===== src/rtl/mips_cpu_pkg.sv =====
// ============================================================================
// Module   : mips_cpu_pkg
// Purpose  : Shared constants and the fetch state encoding for the MIPS CPU.
// Revision : 1.0 - initial release
// ============================================================================
`default_nettype none

package mips_cpu_pkg;

    localparam logic [31:0] RESET_VECTOR = 32'hBFC0_0000;
    localparam logic [31:0] HALT_ADDRESS = 32'h0000_0000;
    localparam logic [31:0] PC_STEP      = 32'd4;

    typedef enum logic [1:0] {
        FETCH      = 2'd0,
        DELAY_SLOT = 2'd1,
        HALTED     = 2'd2
    } fetch_state_t;

    // Word-align a byte address by clearing its two low bits.
    function automatic logic [31:0] word_align(input logic [31:0] addr);
        return {addr[31:2], 2'b00};
    endfunction

endpackage

`default_nettype wire


===== src/rtl/mips_cpu_byteswap.sv =====
// ============================================================================
// Module   : mips_cpu_byteswap
// Purpose  : Reverses the four bytes of a 32-bit word (memory <-> CPU order).
// Revision : 1.0 - initial release
// ============================================================================
`default_nettype none

module mips_cpu_byteswap (
    input  logic [31:0] data_i,
    output logic [31:0] data_o
);

    assign data_o = {data_i[7:0], data_i[15:8], data_i[23:16], data_i[31:24]};

endmodule

`default_nettype wire


===== src/rtl/mips_cpu_fetch_unit.sv =====
// ============================================================================
// Module   : mips_cpu_fetch_unit
// Purpose  : PC sequencing with one-slot branch delay and halt-on-zero.
//            FETCH_BYTESWAP_EN selects byte-reversed instr_word.
// Revision : 1.0 - initial release
// ============================================================================
`default_nettype none

module mips_cpu_fetch_unit
    import mips_cpu_pkg::*;
(
    input  logic        clk,
    input  logic        reset,
    input  logic        clk_enable,
    input  logic        stall,
    input  logic        branch_valid,
    input  logic [31:0] branch_target,
    input  logic [31:0] instr_readdata,
    output logic [31:0] instr_address,
    output logic [31:0] instr_word,
    output logic [31:0] pc_out,
    output logic        active
);

    fetch_state_t state_q, state_d;
    logic [31:0]  pc_q, pc_d;
    logic [31:0]  target_q, target_d;
    logic         active_q, active_d;
    logic [31:0]  pc_inc;
    logic         advance;

    assign pc_inc  = pc_q + PC_STEP;
    assign advance = clk_enable && !stall;

    always_ff @(posedge clk) begin
        if (reset) begin
            state_q  <= FETCH;
            pc_q     <= RESET_VECTOR;
            target_q <= 32'd0;
            active_q <= 1'b1;
        end else begin
            state_q  <= state_d;
            pc_q     <= pc_d;
            target_q <= target_d;
            active_q <= active_d;
        end
    end

    // Any PC load that lands on HALT_ADDRESS ends execution on that same edge.
    always_comb begin
        state_d  = state_q;
        pc_d     = pc_q;
        target_d = target_q;
        active_d = active_q;
        if (advance) begin
            case (state_q)
                FETCH: begin
                    if (pc_inc == HALT_ADDRESS) begin
                        pc_d     = HALT_ADDRESS;
                        state_d  = HALTED;
                        active_d = 1'b0;
                    end else begin
                        pc_d = pc_inc;
                        if (branch_valid) begin
                            state_d  = DELAY_SLOT;
                            target_d = word_align(branch_target);
                        end
                    end
                end
                DELAY_SLOT: begin
                    if (target_q == HALT_ADDRESS) begin
                        pc_d     = HALT_ADDRESS;
                        state_d  = HALTED;
                        active_d = 1'b0;
                    end else begin
                        pc_d    = target_q;
                        state_d = FETCH;
                    end
                end
                HALTED: begin
                    pc_d     = HALT_ADDRESS;
                    active_d = 1'b0;
                end
                default: begin
                    pc_d     = HALT_ADDRESS;
                    state_d  = HALTED;
                    active_d = 1'b0;
                end
            endcase
        end
    end

    assign pc_out        = pc_q;
    assign instr_address = pc_q;
    assign active        = active_q;

`ifdef FETCH_BYTESWAP_EN
    mips_cpu_byteswap u_byteswap (
        .data_i (instr_readdata),
        .data_o (instr_word)
    );
`else
    assign instr_word = instr_readdata;
`endif

endmodule

`default_nettype wire


===== config.mk =====
export PLATFORM = sky130hd
export DESIGN_NAME = mips_cpu_fetch_unit
export DESIGN_NICKNAME = d
export VERILOG_FILES = /design/src/rtl/mips_cpu_pkg.sv /design/src/rtl/mips_cpu_byteswap.sv /design/src/rtl/mips_cpu_fetch_unit.sv
export SDC_FILE = /design/constraint.sdc
export NUM_CORES = 1
export LEC_CHECK = 0
export ABC_AREA = 1
export CAP_MARGIN = 20
export CORE_MARGIN = 1.5
export CORE_UTILIZATION = 40
export DETAILED_ROUTE_END_ITERATION = 8
export PLACE_DENSITY_LB_ADDON = 0.12
export SYNTH_ARGS = -nofsm -noshare
export SYNTH_HDL_FRONTEND = slang
export SYNTH_SLANG_ARGS = --single-unit

===== constraint.sdc =====
create_clock -name clk -period 2.15 [get_ports clk]
set_clock_uncertainty 0.15 [all_clocks]
set_input_delay 0.43 -clock clk [delete_from_list [all_inputs] [get_ports clk]]
set_output_delay 0.43 -clock clk [all_outputs]
set_load 0.02 [all_outputs]

==> out/metrics.csv, run 1 <==
stage;metric;value;unit
logic_synthesis;avgSynthCellArea;6.45;um2
timing;slew_violations;0;
pwr;power_density;471;mW/mm2
cts;clock_sinks;63;
layout;nets;868;
worst_setup_path;worst_setup_path_end_kind;flip-flop;
worst_setup_path;endpoint;target_q[28]$_SDFFE_PP0P_;
layout;synthToLayoutAreaGrowth;44.2;%
layout;ff_latch_area;0.00130;mm2
worst_setup_path;critical_path.startpoint_type;flip-flop;
worst_setup_path;timing.rr.start;instr_address[17]$_SDFFE_PP0P_;
worst_setup_path;critPathArrivalTime;2.52;ns
pwr;total_power;0.00290;W
floorplanning;num_io_pins;166;
worst_setup_path;slowest_stage;dfxtp_2;
logic_synthesis;netlist_area;0.00426;mm2
timing;fin_setup_tns;-6.85;ns
worst_setup_path;path_cells;nand2_1 > nor2_2 > nand2_1 > nor2_1 > nand2_1 > nand2_1 > nand2_1 > nor2_1 > nand2_1 > nor2_2 > nand3_2 > nand2_4 > inv_8 > nand2_4 > nand2_1 > a21oi_1;
worst_setup_path;path_delay_family;simple AND/OR/NAND/NOR gates;
layout;instances_no_fill;938;
logic_synthesis;syn-instance-count;661;
cts;cts-root-buf;clkbuf_8;
cts;cts_max_level;3;
timing;rsz0062_at_grt;yes;
worst_setup_path;crit_required;2.29;ns
global_route;grt_use_total;0.230;
layout;final_cell_mix;nand2_1, buf_4, clkdlybuf4s50_1;
floorplanning;chipWidth;106;um
worst_setup_path;r2r_slack;-0.24;ns
min_path;hold_path_class;flip-flop to flip-flop;
placement;dpl.cell_count;914;
layout;final_util;0.596;
routing;vias_per_cell;4.97;
cts;clk_latency;0.36;ns
floorplanning;dieArea;0.0113;mm2
global_route;grt_pass1_vias;4196;
routing;initialDrtViolationCount;233;
timing;fin_ws;-0.236;ns
worst_setup_path;ff2ff_path_depth;16;
routing;vias;4664;
routing;drtAntennaViolNets;0;
layout;multi_input_area;0.00239;mm2
global_route;grt_max_degree;64;
placement;place_ws;-0.297;ns
timing;fmax;419;MHz
floorplanning;rows;37;
worst_setup_path;cpPeakStageDelay;0.36;ns
logic_synthesis;ys_warn_count;0;
cts;holdBufCountCts;0;
timing;setup_violations;35;
routing;routedWlPerCell;14.1;um
worst_setup_path;cp_common_cell;nand2_1;
placement;place_congestion;0.930;
logic_synthesis;synth.distinct_cells;39;
worst_setup_path;crit_fanout;9;
timing;finalHoldViolCount;0;
floorplanning;start_util;0.413;
status;status;finished, violations left;
global_route;antenna_found_initial;0;
min_path;worstHoldPathCells;2;
routing;wl;13.2;mm
logic_synthesis;yosysSeqAreaShare;0.296;
placement;port_buffers;95;
pwr;total_leakage_power;2.56;nW
run;drv_cap;0;
worst_setup_path;critPathBufInv;1;
logic_synthesis;ys_seq_elements;63;
floorplanning;core_area;0.0103;mm2
layout;layout_commonest_cell;nand2_1;
worst_setup_path;critPathLaunch;instr_address[17]$_SDFFE_PP0P_;
placement;dp_hpwl;9.59;mm
pwr;vdd_drop_max;0.501;mV
logic_synthesis;synth_edf_count;0;
routing;drc;0;
timing;fin_crit;2.39;ns
worst_setup_path;r2r-end;target_q[28]$_SDFFE_PP0P_;
floorplanning;die_y;106;um
logic_synthesis;synthFlopType;dfxtp_1;
routing;first_pass_iters;5;
global_route;grt_overflow;0;
layout;drive_gt1_frac;0.288;
layout;diodes;0;
worst_setup_path;cp.depth;16;
status;violations;negative setup slack;
cts;clockBufferDepth;2;
global_route;grt_pass1_wl;20.5;mm
cts;clkTransAtPathRegs;0.07;ns
layout;n_fill_cell;973;
timing;finalCritPeriodShare;1.11;
cts;numCtsBuffers;9;
logic_synthesis;synth-async-reset-ratio;0;
cts;cts_tree;yes;
worst_setup_path;critPathKind;flip-flop to flip-flop;
[repair_timing]
| action | 4_1_cts | 5_1_grt |
|---|---|---|
| cloned | 1 | 2 |
| gates resized for setup | 31 | 18 |
| endpoints found under the setup margin | 36 | 39 |
| pin swaps | 6 | 2 |
| buffers inserted | 6 | 0 |
[tightest hold or removal path: stages, from the launching register on]
cell and delay (ns):
dfxtp_1 0.32, nand2_2 0.07, a21oi_2 0.04
[cell usage after synthesis (3+ instances only)]
cell      number  share of area
a22o_1         3         0.0062
dfxtp_1       63           0.30
nand2_1      225           0.20
nand3_1       40          0.047
nand2_2       13          0.019
nor2_4         3         0.0079
o22ai_1        5         0.0073
nor2_1        53          0.047
nor2_2         7          0.010
o21ai_0       11          0.013
clkbuf_1      18          0.016
a21oi_2       10          0.021
a22oi_1        4         0.0070
buf_4         66           0.12
a21oi_1       52          0.061
nand4_1        7          0.010
buf_2          3         0.0035
inv_1         35          0.031
nor4_1         6         0.0088
nand3b_1      12          0.021
[worst min path at each step]
| stage | start | slack (ns) | end |
|---|---|---|---|
| after detailed placement | target_q[6]$_SDFFE_PP0P_ | 0.31 | target_q[6]$_SDFFE_PP0P_ |
| after floorplan | target_q[10]$_SDFFE_PP0P_ | 0.29 | target_q[10]$_SDFFE_PP0P_ |
| after global routing | target_q[8]$_SDFFE_PP0P_ | 0.33 | target_q[8]$_SDFFE_PP0P_ |
| after CTS | target_q[6]$_SDFFE_PP0P_ | 0.32 | target_q[6]$_SDFFE_PP0P_ |
| after global placement | target_q[9]$_SDFFE_PP0P_ | 0.31 | target_q[9]$_SDFFE_PP0P_ |
| final | target_q[6]$_SDFFE_PP0P_ | 0.32 | target_q[6]$_SDFFE_PP0P_ |
[layout make-up]
cell class	instances	area share
flip-flops and latches	63	0.212
clock buffers	9	0.0201
repair buffers	213	0.312
clock inverters	6	0.0140
inverters	38	0.0244
well taps	136	0.0277
multi-input cells	473	0.389
[report_power, final]
group	switching [W]	internal [W]	leakage, nW
registers	0.0000341	0.00120	0.523
clock network	0.000499	0.000643	0.105
logic	0.000278	0.000247	1.93
total	0.000811	0.00209	2.56
[state kept, by name (all words and copies together), names as in the netlist]
| register | flops |
|---|---|
| state_q | 2 |
| target_q | 30 |
| active | 1 |
| instr_address | 30 |
[through the flow]
stage / hold WS (ns) / area, um2
6_report: 0.316 / 6150
5_1_grt: 0.330 / 6150
4_1_cts: 0.318 / 6060
3_5_place_dp: 0.305 / 5710
3_3_place_gp: 0.307 / 5710
2_1_floorplan: 0.294 / 4350
[per-layer routing]
metal	global-route usage	vias up	wire length, um
met5	0	-	0
met4	0.0898	0	218
met3	0.0276	26	737
met2	0.356	151	6070
met1	0.325	2147	6150
li1	-	2340	-
[cells by family (layout without fill, tap and decap cells)]
group | Yosys count | in the layout | share of synthesized area
simple gates | 371 | 373 | 0.383
fa+ha+maj | 1 | 1 | 0.00293
buf+inv | 130 | 266 | 0.183
other cells | 1 | 4 | 0.000880
flops | 63 | 63 | 0.296
compound gates | 91 | 91 | 0.126
xor+xnor | 4 | 4 | 0.00822
Note: power is estimated with default switching activity, not from simulation.
==> inputs of run 2 (changes only) <==
Settings changed: MAX_ROUTING_LAYER from default to met4, SKIP_LAST_GASP from default to 1.
==> out/metrics.csv, run 2 (synthesized netlist as in run 1, its figures left out) <==
stage;metric;value;unit;change
floorplanning;core_area;0.0103;mm2;unchanged
worst_setup_path;crit_required;2.23;ns;-0.06 ns
routing;wl;13.3;mm;+0.96%
status;status;finished, violations left;;
worst_setup_path;critPathArrivalTime;2.47;ns;-0.05 ns
layout;final_cell_mix;nand2_1, buf_4, clkdlybuf4s50_1;;
worst_setup_path;cpPeakStageDelay;0.36;ns;about the same
pwr;vdd_drop_max;0.356;mV;-29%
cts;clk_latency;0.36;ns;about the same
layout;drive_gt1_frac;0.326;;+0.0375
routing;vias;4711;;+1.0%
routing;routedWlPerCell;14.0;um;-0.32%
cts;holdBufCountCts;0;;unchanged
worst_setup_path;crit_fanout;7;;-2
timing;setup_violations;35;;unchanged
placement;port_buffers;95;;unchanged
layout;diodes;0;;unchanged
worst_setup_path;worst_setup_path_end_kind;flip-flop;;
floorplanning;rows;37;;unchanged
timing;rsz0062_at_grt;yes;;
pwr;total_power;0.00295;W;+1.8%
floorplanning;num_io_pins;166;;unchanged
floorplanning;chipWidth;106;um;unchanged
global_route;grt_use_total;0.242;;+0.0122
worst_setup_path;path_delay_family;simple AND/OR/NAND/NOR gates;;
worst_setup_path;slowest_stage;dfxtp_4;;
cts;cts_tree;yes;;
routing;initialDrtViolationCount;251;;+7.7%
timing;finalCritPeriodShare;1.11;;+0.00218
timing;fin_crit;2.39;ns;+0.00468 ns
layout;layout_commonest_cell;nand2_1;;
layout;nets;879;;+1.3%
status;violations;negative setup slack;;
routing;vias_per_cell;4.96;;-0.27%
cts;numCtsBuffers;9;;unchanged
global_route;grt_overflow;0;;unchanged
routing;drtAntennaViolNets;0;;unchanged
placement;dpl-instance-area;0.00573;mm2;+0.39%
timing;slew_violations;0;;unchanged
run;drv_cap;0;;unchanged
worst_setup_path;critPathBufInv;4;;+3
timing;fmax;418;MHz;-0.20%
global_route;antenna_found_initial;0;;unchanged
routing;drc;0;;unchanged
cts;cts-root-buf;clkbuf_8;;
cts;cts_max_level;3;;unchanged
pwr;total_leakage_power;2.61;nW;+2.1%
pwr;power_density;464;mW/mm2;-1.6%
global_route;grt_pass1_vias;4353;;+3.7%
worst_setup_path;critPathKind;flip-flop to flip-flop;;
layout;synthToLayoutAreaGrowth;49.2;%;
floorplanning;die_y;106;um;unchanged
placement;place_congestion;0.902;;-3.0%
min_path;hold_path_class;flip-flop to flip-flop;;
floorplanning;start_util;0.413;;unchanged
worst_setup_path;critical_path.startpoint_type;flip-flop;;
layout;final_cell_area;0.00636;mm2;+3.5%
global_route;grt_pass1_wl;21.0;mm;+2.4%
timing;finalHoldViolCount;0;;unchanged
cts;clock_sinks;63;;unchanged
global_route;grt_max_degree;64;;unchanged
worst_setup_path;path_cells;ha_4 > nand2_4 > nor2_4 > buf_4 > nand3b_1 > nand2_1 > inv_2 > nand2_1 > nor2_2 > nand3_2 > nor2_4 > nand3_4 > nand2_8 > clkinv_8 > buf_6 > nand3_1 > a21oi_1;;
timing;fin_ws;-0.240;ns;-0.00468 ns
floorplanning;dieArea;0.0113;mm2;unchanged
cts;clockBufferDepth;2;;unchanged
cts;clkTransAtPathRegs;0.07;ns;about the same
placement;dp_hpwl;9.67;mm;+0.82%
routing;first_pass_iters;5;;unchanged
-- run 2: per-stage QoR --
step	hold WS, ns	std cells	util	setup TNS [ns]	setup WS, ns
floorplan	0.294	664	-	-0.771	-0.0331
global placement	0.307	917	0.555	-7.67	-0.239
detailed placement	0.306	917	0.555	-8.08	-0.270
CTS	0.319	941	0.592	-4.50	-0.150
global route	0.332	950	0.616	-11.77	-0.380
finish	0.314	950	0.616	-6.83	-0.240
-- run 2: worst min-delay path, cell delays in order, from the launching register on --
cell     delay [ns]
dfxtp_1        0.32
nand2_2        0.07
a21oi_2        0.04
-- run 2: power breakdown --
part / internal [W] / total [W] / switching [W] / leakage (nW)
Sequential: 0.00119 / 0.00123 / 0.0000337 / 0.524
Combinational: 0.000249 / 0.000537 / 0.000288 / 1.98
Clock: 0.000685 / 0.00118 / 0.000500 / 0.110
-- run 2: what timing repair did --
action,CTS,global route
pin swaps,6,20
setup buffers,7,6
endpoints found under the setup margin,37,39
gates resized for setup,31,54
gates cloned,1,3
-- run 2: worst paths after layout --
check / from / to / slack [ns] / depth (start not counted)
min reg2reg: target_q[8]$_SDFFE_PP0P_ / target_q[8]$_SDFFE_PP0P_ / 0.31 / 2
max: instr_address[3]$_SDFFE_PP0P_ / target_q[24]$_SDFFE_PP0P_ / -0.24 / 17
min: target_q[8]$_SDFFE_PP0P_ / target_q[8]$_SDFFE_PP0P_ / 0.31 / 2
max reg2reg: instr_address[3]$_SDFFE_PP0P_ / target_q[24]$_SDFFE_PP0P_ / -0.24 / 17
-- run 2: metal layers --
metal	vias to the layer above	GRT usage	wire length (um)
met4	0	0.0946	251
li1	2370	-	-
met3	28	0.0276	722
met1	2159	0.322	6020
met2	154	0.377	6310
met5	-	-	0
-- run 2: layout make-up --
class	count	area, um2
clock buffers	11	141
clock inverters	5	81.3
repair inverters	1	8.76
multi-input cells	474	2520
flip-flops and latches	63	1310
well taps	136	170
repair buffers	222	1980
fillers	1011	3960
inverters	38	155
==> inputs of run 3 (changes only) <==
Settings changed: CELL_PAD_IN_SITES_DETAIL_PLACEMENT from default to 2, CELL_PAD_IN_SITES_GLOBAL_PLACEMENT from default to 2, CORE_UTILIZATION 40 to 20.
==> out/metrics.csv, run 3 (synthesized netlist as in run 1, its figures left out) <==
stage;metric;value;unit;change
layout;n_fill_cell;2531;;+150%
routing;drtAntennaViolNets;0;;unchanged
timing;rsz0062_at_grt;yes;;
placement;dpl-instance-area;0.00598;mm2;+4.4%
worst_setup_path;worst_setup_path_end_kind;flip-flop;;
timing;slew_violations;0;;unchanged
min_path;min_from;active$_SDFFE_PP1P_;;
global_route;grt_max_degree;38;;-41%
layout;final_cell_mix;nand2_1, buf_4, clkdlybuf4s50_1;;
routing;vias;4761;;+1.1%
cts;cts-root-buf;clkbuf_16;;
global_route;antenna_found_initial;0;;unchanged
floorplanning;chipWidth;149;um;+40%
timing;slew_headroom;0.582;;
floorplanning;die_y;149;um;+40%
cts;clockBufferDepth;2;;unchanged
cts;clk_latency;0.34;ns;-0.02 ns
timing;finalHoldViolCount;0;;unchanged
status;status;finished, violations left;;
cts;numCtsBuffers;9;;unchanged
cts;cts_max_level;3;;unchanged
global_route;grt_pass1_wl;28.4;mm;+35%
layout;synthToLayoutAreaGrowth;55.4;%;
layout;final_util;0.316;;-0.300
timing;finalCritPeriodShare;1.15;;+0.0355
floorplanning;num_io_pins;166;;unchanged
worst_setup_path;timing.rr.start;instr_address[4]$_SDFFE_PP0P_;;
timing;fin_crit;2.47;ns;+0.0764 ns
placement;place_congestion;0.766;;-15%
worst_setup_path;r2r-end;target_q[26]$_SDFFE_PP0P_;;
min_path;min_to;active$_SDFFE_PP1P_;;
timing;fin_setup_tns;-10.03;ns;-3.20 ns
worst_setup_path;critical_path.startpoint_type;flip-flop;;
floorplanning;start_util;0.203;;-0.209
status;violations;negative setup slack;;
worst_setup_path;critPathKind;flip-flop to flip-flop;;
routing;drc;0;;unchanged
floorplanning;rows;53;;+43%
worst_setup_path;critPathArrivalTime;2.51;ns;+0.04 ns
worst_setup_path;ff2ff_path_depth;17;;unchanged
timing;worstMarginPinSlew;0.627;ns;
layout;layout_commonest_cell;nand2_1;;
global_route;grt_use_total;0.171;;-0.0713
cts;cts_tree;yes;;
pwr;total_leakage_power;2.73;nW;+4.5%
pwr;vdd_drop_max;0.367;mV;+3.1%
layout;final_cell_area;0.00663;mm2;+4.2%
timing;fmax;405;MHz;-3.1%
floorplanning;core_area;0.0210;mm2;+100%
cts;clock_sinks;63;;unchanged
cts;clkTransAtPathRegs;0.06;ns;about the same
floorplanning;dieArea;0.0222;mm2;+97%
placement;port_buffers;95;;unchanged
timing;setup_violations;35;;unchanged
routing;initialDrtViolationCount;122;;-51%
routing;wl;17.9;mm;+34%
global_route;grt_overflow;0;;unchanged
global_route;grt_pass1_vias;5216;;+20%
min_path;worstHoldPathCells;1;;-1
worst_setup_path;crit_required;2.19;ns;-0.04 ns
worst_setup_path;crit_fanout;7;;unchanged
routing;vias_per_cell;4.35;;-12%
timing;fin_ws;-0.317;ns;-0.0764 ns
layout;diodes;0;;unchanged
worst_setup_path;r2r_slack;-0.32;ns;-0.08 ns
routing;first_pass_iters;4;;-1
run;drv_cap;0;;unchanged
routing;routedWlPerCell;16.3;um;+17%
layout;drive_gt1_frac;0.317;;-0.00848
pwr;power_density;509;mW/mm2;+9.9%
placement;dp_hpwl;13.9;mm;+43%
min_path;hold_path_class;flip-flop to flip-flop;;
layout;nets;885;;+0.68%
## run 3: cell type report
type	count	area, um2	share of cell area
inverters	38	150	0.0227
flip-flops and latches	63	1300	0.196
well taps	275	344	0.0519
repair buffers	230	2050	0.310
multi-input cells	472	2460	0.371
clock inverters	6	86.3	0.0130
clock buffers	10	229	0.0346
repair inverters	1	6.26	0.000944
## run 3: timing repair
action / 4_1_cts / 5_1_grt
hold buffers: 0 / 0
setup endpoints to repair: 37 / 38
gates resized for setup: 47 / 17
pin swaps: 17 / 10
setup buffers: 8 / 6
cloned: 2 / 0
## run 3: report_power, final
part	total (W)	switching (W)	internal [W]
logic	0.000547	0.000297	0.000250
clock network	0.00159	0.000577	0.00101
registers	0.00124	0.0000379	0.00120
## run 3: worst max-delay path by stage
| stage | startpoint | cells past startpoint | end | slack [ns] |
|---|---|---|---|---|
| finish | instr_address[4]$_SDFFE_PP0P_ | 17 | target_q[26]$_SDFFE_PP0P_ | -0.32 |
| CTS | instr_address[3]$_SDFFE_PP0P_ | 18 | instr_address[3]$_SDFFE_PP0P_ | -0.29 |
| detailed placement | instr_address[2]$_SDFFE_PP0P_ | 16 | target_q[26]$_SDFFE_PP0P_ | -0.48 |
| global route | instr_address[9]$_SDFFE_PP0P_ | 17 | target_q[14]$_SDFFE_PP0P_ | -0.51 |
| global placement | instr_address[10]$_SDFFE_PP0P_ | 17 | target_q[2]$_SDFFE_PP0P_ | -0.41 |
| floorplan | instr_address[3]$_SDFFE_PP0P_ | 18 | target_q[4]$_SDFFE_PP0P_ | -0.03 |
## run 3: per-layer routing
| metal | GRT usage | wire [um] | up-vias |
|---|---|---|---|
| li1 | - | - | 2373 |
| met1 | 0.221 | 8700 | 2294 |
| met2 | 0.281 | 8520 | 75 |
| met3 | 0.0196 | 433 | 19 |
| met4 | 0.0515 | 224 | 0 |
| met5 | - | 0 | - |
## run 3: worst max-delay path, cell delays in order, from the launching register on
cell     delay, ns
dfxtp_2       0.38
nand2_4       0.06
nor2_4        0.17
nand2_2       0.09
nor2_4        0.21
buf_6         0.14
nand2_2       0.05
nand2_1       0.09
nand2_2       0.09
nor2_1        0.11
nand2_1       0.06
nor2_2        0.12
nand3_2       0.11
nand2_4       0.13
inv_8         0.07
buf_8         0.13
nand3_1       0.07
a21oi_1       0.08
## run 3: per-stage QoR
step | cells | total power, W | setup WS, ns | hold slack, ns
floorplan | 664 | 0.00163 | -0.0331 | 0.294
global placement | 1064 | 0.00178 | -0.407 | 0.297
detailed placement | 1064 | 0.00179 | -0.484 | 0.313
CTS | 1090 | 0.00342 | -0.294 | 0.324
global route | 1095 | 0.00352 | -0.505 | 0.336
finish | 1095 | 0.00337 | -0.317 | 0.314
